$ cat config.mk
export PLATFORM = sky130hd
export DESIGN_NAME = mem_stage_ctrl
export DESIGN_NICKNAME = d
export VERILOG_FILES = /design/src/rtl/mem_stage_pkg.sv /design/src/rtl/mem_addr_map.sv /design/src/rtl/mem_stage_ctrl.sv
export SDC_FILE = /design/constraint.sdc
export NUM_CORES = 1
export LEC_CHECK = 0
export ABC_AREA = 1
export BUFFER_PORTS_ARGS = -buffer_cell sky130_fd_sc_hd__buf_2
export CAP_MARGIN = 10
export CORE_ASPECT_RATIO = 1.75
export CORE_UTILIZATION = 43
export DETAILED_ROUTE_END_ITERATION = 12
export PLACE_DENSITY = 0.78
export RECOVER_POWER = 50
export SLEW_MARGIN = 0
export SYNTH_ARGS = -nofsm -noshare
export SYNTH_HDL_FRONTEND = slang
export SYNTH_HIERARCHICAL = 1
export SYNTH_SLANG_ARGS = --single-unit
$ cat constraint.sdc
create_clock -name clk -period 1.14 [get_ports clk]
set_input_delay 0.228 -clock clk [delete_from_list [all_inputs] [get_ports clk]]
set_output_delay 0.228 -clock clk [all_outputs]
set_load 0.02 [all_outputs]
$ cat src/rtl/mem_stage_pkg.sv
// Purpose: shared types and defaults for the MEM-stage access controller.
// Latency: n/a (declarations only).
// Backpressure: n/a.
package mem_stage_pkg;

   // Controller states: wait for an access, talk to memory, report completion
   typedef enum logic [1:0] {
      ST_IDLE = 2'd0,
      ST_BUSY = 2'd1,
      ST_DONE = 2'd2
   } state_e;

   // Byte address of data-memory word 0
   localparam logic [31:0] BASE_ADDR_DEF = 32'd1024;

   // Word-address width of the memory port
   localparam int unsigned ADDR_W_DEF = 16;

endpackage

$ cat src/rtl/mem_addr_map.sv
// Purpose: maps an ALU byte address onto the word-addressed memory port and flags out-of-range accesses.
// Latency: purely combinational.
// Backpressure: none.
module mem_addr_map
   import mem_stage_pkg::*;
#(
   parameter logic [31:0] BASE_ADDR = BASE_ADDR_DEF,
   parameter int unsigned ADDR_W    = ADDR_W_DEF
) (
   input  logic [31:0]       byte_addr_i,
   output logic [ADDR_W-1:0] word_addr_o,
   output logic              range_err_o
);

   logic [31:0] off;
   logic [1:0]  unused_lsb;

   // Rebase onto word 0, drop the byte lane, and flag anything below the base or past capacity
   always_comb begin
      off         = byte_addr_i - BASE_ADDR;
      word_addr_o = off[ADDR_W+1:2];
      unused_lsb  = off[1:0];
      range_err_o = (byte_addr_i < BASE_ADDR) | (|off[31:ADDR_W+2]);
   end

endmodule

$ cat src/rtl/mem_stage_ctrl.sv
// Purpose: MEM-stage controller; runs one req/ready memory access per load/store and freezes the pipeline meanwhile.
// Latency: 3 cycles minimum per access (IDLE, BUSY with ready, DONE); non-memory instructions pass with no stall.
// Backpressure: mem_ready may be held low indefinitely; freeze stays high for the whole of BUSY.
module mem_stage_ctrl
   import mem_stage_pkg::*;
#(
   parameter logic [31:0] BASE_ADDR = BASE_ADDR_DEF,
   parameter int unsigned ADDR_W    = ADDR_W_DEF
) (
   input  logic              clk,
   input  logic              rst,
   input  logic              MEM_R_EN_MEM,
   input  logic              MEM_W_EN_MEM,
   input  logic [31:0]       ALU_RES_MEM,
   input  logic [31:0]       VAL_RM_MEM,
   output logic              mem_req,
   output logic              mem_we,
   output logic [ADDR_W-1:0] mem_addr,
   output logic [31:0]       mem_wdata,
   input  logic              mem_ready,
   input  logic [31:0]       mem_rdata,
   output logic              freeze,
   output logic [31:0]       MEM_RDATA,
   output logic              ADDR_ERR
);

   state_e              state_q, state_d;
   logic [ADDR_W-1:0]   addr_q, addr_d;
   logic                we_q, we_d;
   logic [31:0]         wdata_q, wdata_d;
   logic [31:0]         rdata_q, rdata_d;
   logic                err_q, err_d;
   logic                acc;
   logic                freeze_c;
   logic                req_c;
   logic [ADDR_W-1:0]   word_addr;
   logic                range_err;

   assign acc = MEM_R_EN_MEM | MEM_W_EN_MEM;

   mem_addr_map #(
      .BASE_ADDR (BASE_ADDR),
      .ADDR_W    (ADDR_W)
   ) u_addr_map (
      .byte_addr_i (ALU_RES_MEM),
      .word_addr_o (word_addr),
      .range_err_o (range_err)
   );

   // Next-state and output decode; a simultaneous read+write enable is issued as a write
   always_comb begin
      state_d  = state_q;
      addr_d   = addr_q;
      we_d     = we_q;
      wdata_d  = wdata_q;
      rdata_d  = rdata_q;
      err_d    = err_q;
      freeze_c = 1'b0;
      req_c    = 1'b0;
      case (state_q)
         ST_IDLE: begin
            freeze_c = acc;
            if (acc) begin
               if (range_err) begin
                  state_d = ST_DONE;
                  err_d   = 1'b1;
               end else begin
                  state_d = ST_BUSY;
                  addr_d  = word_addr;
                  we_d    = MEM_W_EN_MEM;
                  wdata_d = VAL_RM_MEM;
               end
            end
         end
         ST_BUSY: begin
            req_c    = 1'b1;
            freeze_c = 1'b1;
            if (mem_ready) begin
               state_d = ST_DONE;
               if (!we_q) begin
                  rdata_d = mem_rdata;
               end
            end
         end
         ST_DONE: begin
            // MEM-stage inputs still show the finished access here, so they are not looked at
            state_d = ST_IDLE;
            err_d   = 1'b0;
         end
         default: begin
            state_d = ST_IDLE;
         end
      endcase
   end

   // State and access registers; reset kills any in-flight request without reporting completion
   always_ff @(posedge clk or negedge rst) begin
      if (!rst) begin
         state_q <= ST_IDLE;
         addr_q  <= '0;
         we_q    <= 1'b0;
         wdata_q <= '0;
         rdata_q <= '0;
         err_q   <= 1'b0;
      end else begin
         state_q <= state_d;
         addr_q  <= addr_d;
         we_q    <= we_d;
         wdata_q <= wdata_d;
         rdata_q <= rdata_d;
         err_q   <= err_d;
      end
   end

   // freeze is combinational from acc in IDLE, so it is gated off directly while reset is held
   always_comb begin
      freeze    = freeze_c & rst;
      mem_req   = req_c;
      mem_we    = we_q;
      mem_addr  = addr_q;
      mem_wdata = wdata_q;
      MEM_RDATA = rdata_q;
      ADDR_ERR  = err_q;
   end

endmodule

==> impl_metrics.json <==
{
  "outcome": "complete, but fails checks",
  "violations": "negative setup slack",
  "setup_viol": 111,
  "gp_congestion": 0.882,
  "end_kind": "register",
  "routed_wl_um": 20600,
  "grt_use_total_pct": 29.3,
  "final-instance-count-excl-fill": 919,
  "clk_pin_slew_ns": 0.08,
  "synthesis.nets": 598,
  "rr_endpoint": "MEM_RDATA[18]$_DFFE_PN0P_",
  "start_util_pct": 44.5,
  "hold_path.class": "primary input to register",
  "setup_ws_ns": -0.778,
  "p_sw_mw": 2.06,
  "core_area_mm2": 0.00915,
  "clkPwrFrac_pct": 45.6,
  "io_buffers": 182,
  "period_minus_slack_ns": 1.92,
  "placed_area_mm2": 0.00541,
  "cp.required_ns": 1.39,
  "dieArea_mm2": 0.00988,
  "synth.avg_cell_area_um2": 8.21,
  "grt_setup_unrepaired": "yes",
  "ys_async_sr_fraction_pct": 100,
  "rows": 46,
  "r2r_cells": 8,
  "postRouteAntennaNets": 0,
  "startpoint": "ALU_RES_MEM[12]",
  "placedCellCount": 815,
  "clkSinkCount": 84,
  "cap_violations": 0,
  "synthFlopType": "dfrtp_1",
  "vdd_drop_max_mv": 0.890,
  "p_sw_share_pct": 26.4,
  "fmax_mhz": 521,
  "worstSetupStartpointType": "primary input",
  "grt_pass1_vias": 4407,
  "antenna_found_initial": 0,
  "area.growth.synth_to_final_pct": 92.1,
  "stdcell_area_mm2": 0.00783,
  "worstSetupPathType": "primary input to register",
  "powerDensity_mw_per_mm2": 996,
  "cts_root_buffer": "clkbuf_16",
  "slew_viol_final": 0,
  "via_per_inst": 5.53,
  "io_pins": 185,
  "finalHoldViolCount": 0,
  "p_leak_nw": 4.25,
  "ctsHtreeMaxLevel": 3,
  "hold_slack_ns": 0.122,
  "path_max_fanout": 15,
  "yosys.cell_types.count": 25,
  "place_hpwl_um": 7890,
  "drc": 0,
  "finalNetCount": 896,
  "vias": 5079,
  "mappedNetlistArea_mm2": 0.00407,
  "synth_edf_count": 0,
  "dr.pass1.iters": 6,
  "grt_overflow": 0,
  "power.total_mw": 7.79,
  "reg2reg_slack_ns": -0.45,
  "tritoncts": "built",
  "n_fill_cell": 400,
  "seq_area_frac_synth_pct": 51.6,
  "endpoint": "mem_wdata[2]$_DFFE_PN0P_",
  "sequentialPowerShare_pct": 39.6,
  "numCtsBuffers": 9,
  "skew_ns": 0.0207,
  "cts_buffer_depth": 2,
  "synth_cells": 496,
  "critPathArrivalTime_ns": 2.16,
  "r2r-start": "state_q[0]$_DFFE_PN0P_",
  "grt_max_degree": 85,
  "internal_power_mw": 5.74,
  "finalCritPeriodShare_pct": 168,
  "clock_latency_ns": 0.35,
  "die_w_um": 75.6,
  "routedWlPerCell_um": 22.4,
  "worstMarginPinSlew_ns": 0.622,
  "antenna_cells": 0,
  "slew_headroom_pct": 58.5,
  "die_y_um": 131,
  "yosysWarnings": 6,
  "combinationalPowerShare_pct": 14.9,
  "drt_iter0_markers": 442,
  "drive_gt1_share_pct": 62.1,
  "grt_pass1_wl_um": 21200,
  "ys_seq_elements": 84
}
power groups by stage:
stage          clock network [mW]  logic, mW  registers (mW)
2_1_floorplan                   0      0.287            3.14
3_3_place_gp                    0      0.728            3.12
3_5_place_dp                    0      0.745            3.12
4_1_cts                      3.45      0.905            3.06
5_1_grt                      3.67       1.23            3.08
6_report                     3.55       1.16            3.08
timing repair:
item	4_1_cts	5_1_grt
resized for setup	153	214
gates cloned	15	1
endpoints found under the hold margin	84	0
pin swaps	21	28
setup buffers	21	57
setup endpoints to repair	87	144
hold buffers	1	0
worst min-delay path by stage:
| stage | cells after the start | slack [ns] | from | end |
|---|---|---|---|---|
| after global placement | 2 | 0.32 | rst | MEM_RDATA[19]$_DFFE_PN0P_ |
| after CTS | 3 | 0.11 | VAL_RM_MEM[0] | mem_wdata[0]$_DFFE_PN0P_ |
| after global routing | 3 | 0.12 | mem_rdata[6] | MEM_RDATA[6]$_DFFE_PN0P_ |
| final | 3 | 0.12 | VAL_RM_MEM[5] | mem_wdata[5]$_DFFE_PN0P_ |
| after floorplan | 0 | -0.07 | rst | ADDR_ERR$_DFFE_PN0P_ |
| after detailed placement | 2 | 0.32 | rst | MEM_RDATA[24]$_DFFE_PN0P_ |
state kept, by name, indices dropped and copies added, names as in the netlist:
register,flops
mem_wdata,32
ADDR_ERR,1
MEM_RDATA,32
mem_we,1
mem_addr,16
state_q,2
layout by cell type, fill, tap and decap left out, types with 2 or more instances in the layout:
cell       synthesis  routed
nor2_4             4      12
o21ai_2           18      59
buf_12             0      12
nand4_1            2       2
buf_2              3     114
nand2_1          124      51
inv_8              0       2
xnor2_1            3       3
o21ai_1           25      19
nand2_2            1      29
nor2_1            34      27
o21ai_4            0       5
clkbuf_16          0      10
nor2_2             3       2
nand3_1           17      15
a21oi_1            3       2
xor2_1             4       4
dfrtp_2            0       4
nand2_4            0      44
inv_2              1       5
buf_8              0       2
buf_4              8     111
inv_6              0       3
buf_6              6      58
inv_1            103      97
buf_16             0      12
nand3_4            2       3
bufinv_16          0       3
dfrtp_1           84      80
routing by layer:
| metal | track usage [%] | vias to the layer above | wire length (um) |
|---|---|---|---|
| met5 | 0 | - | 0 |
| met4 | 15.8 | 0 | 1770 |
| met3 | 8.05 | 172 | 2220 |
| met2 | 54.0 | 430 | 10300 |
| met1 | 28.4 | 2377 | 6350 |
| li1 | - | 2100 | - |
critical path, stage by stage:
cell and delay, ns:
buf_8 0.11, nor2_4 0.13, nand2_1 0.11, nor2_1 0.11, buf_4 0.15, nand3_1 0.08
nand2_1 0.08, nand3_1 0.11, nor2_1 0.16, nand3_2 0.12, inv_2 0.09, nand3_4 0.14
buf_12 0.20, buf_16 0.16, o21ai_2 0.17
synthesized netlist by cell type, types with 4 or more instances:
cell      count  area (um^2)
nand2_1     124          465
buf_6         6         67.6
o21ai_2      18          158
dfrtp_1      84         2100
buf_4         8         60.1
inv_1       103          387
o21ai_1      25          125
clkbuf_2      5         25.0
nand3_1      17         85.1
o21ai_0      41          205
nor2_4        4         45.0
xor2_1        4         35.0
nor2_1       34          128
layout make-up:
class	instances	area [um^2]	share of cell area (%)
timing repair buffer	311	2690	34.4
multi-input combinational	284	2110	26.9
sequential	84	2110	26.9
inverter	104	414	5.29
clock buffer	9	225	2.88
tap	120	150	1.92
clock inverter	7	128	1.63
cells by family (layout without fill, tap and decap cells):
| family | Yosys count | count (layout) | synth area share [%] |
|---|---|---|---|
| xor gates and xnor gates | 7 | 7 | 1.51 |
| AOI/OAI and AO/OA | 88 | 88 | 12.5 |
| buffers and inverters | 128 | 431 | 14.4 |
| adders and majority gates | 1 | 1 | 0.307 |
| and+or+nand+nor | 188 | 188 | 19.7 |
| DFF | 84 | 84 | 51.6 |
through the flow:
stage,util [%],setup TNS (ns),setup slack [ns]
final,85.5,-49.28,-0.778
after global routing,85.5,-60.72,-0.933
after global placement,59.1,-51.49,-1.01
after detailed placement,59.1,-52.92,-1.05
after floorplan,-,-33.70,-0.657
after CTS,74.2,-37.87,-0.572
Note: power is estimated with default switching activity, not from simulation.
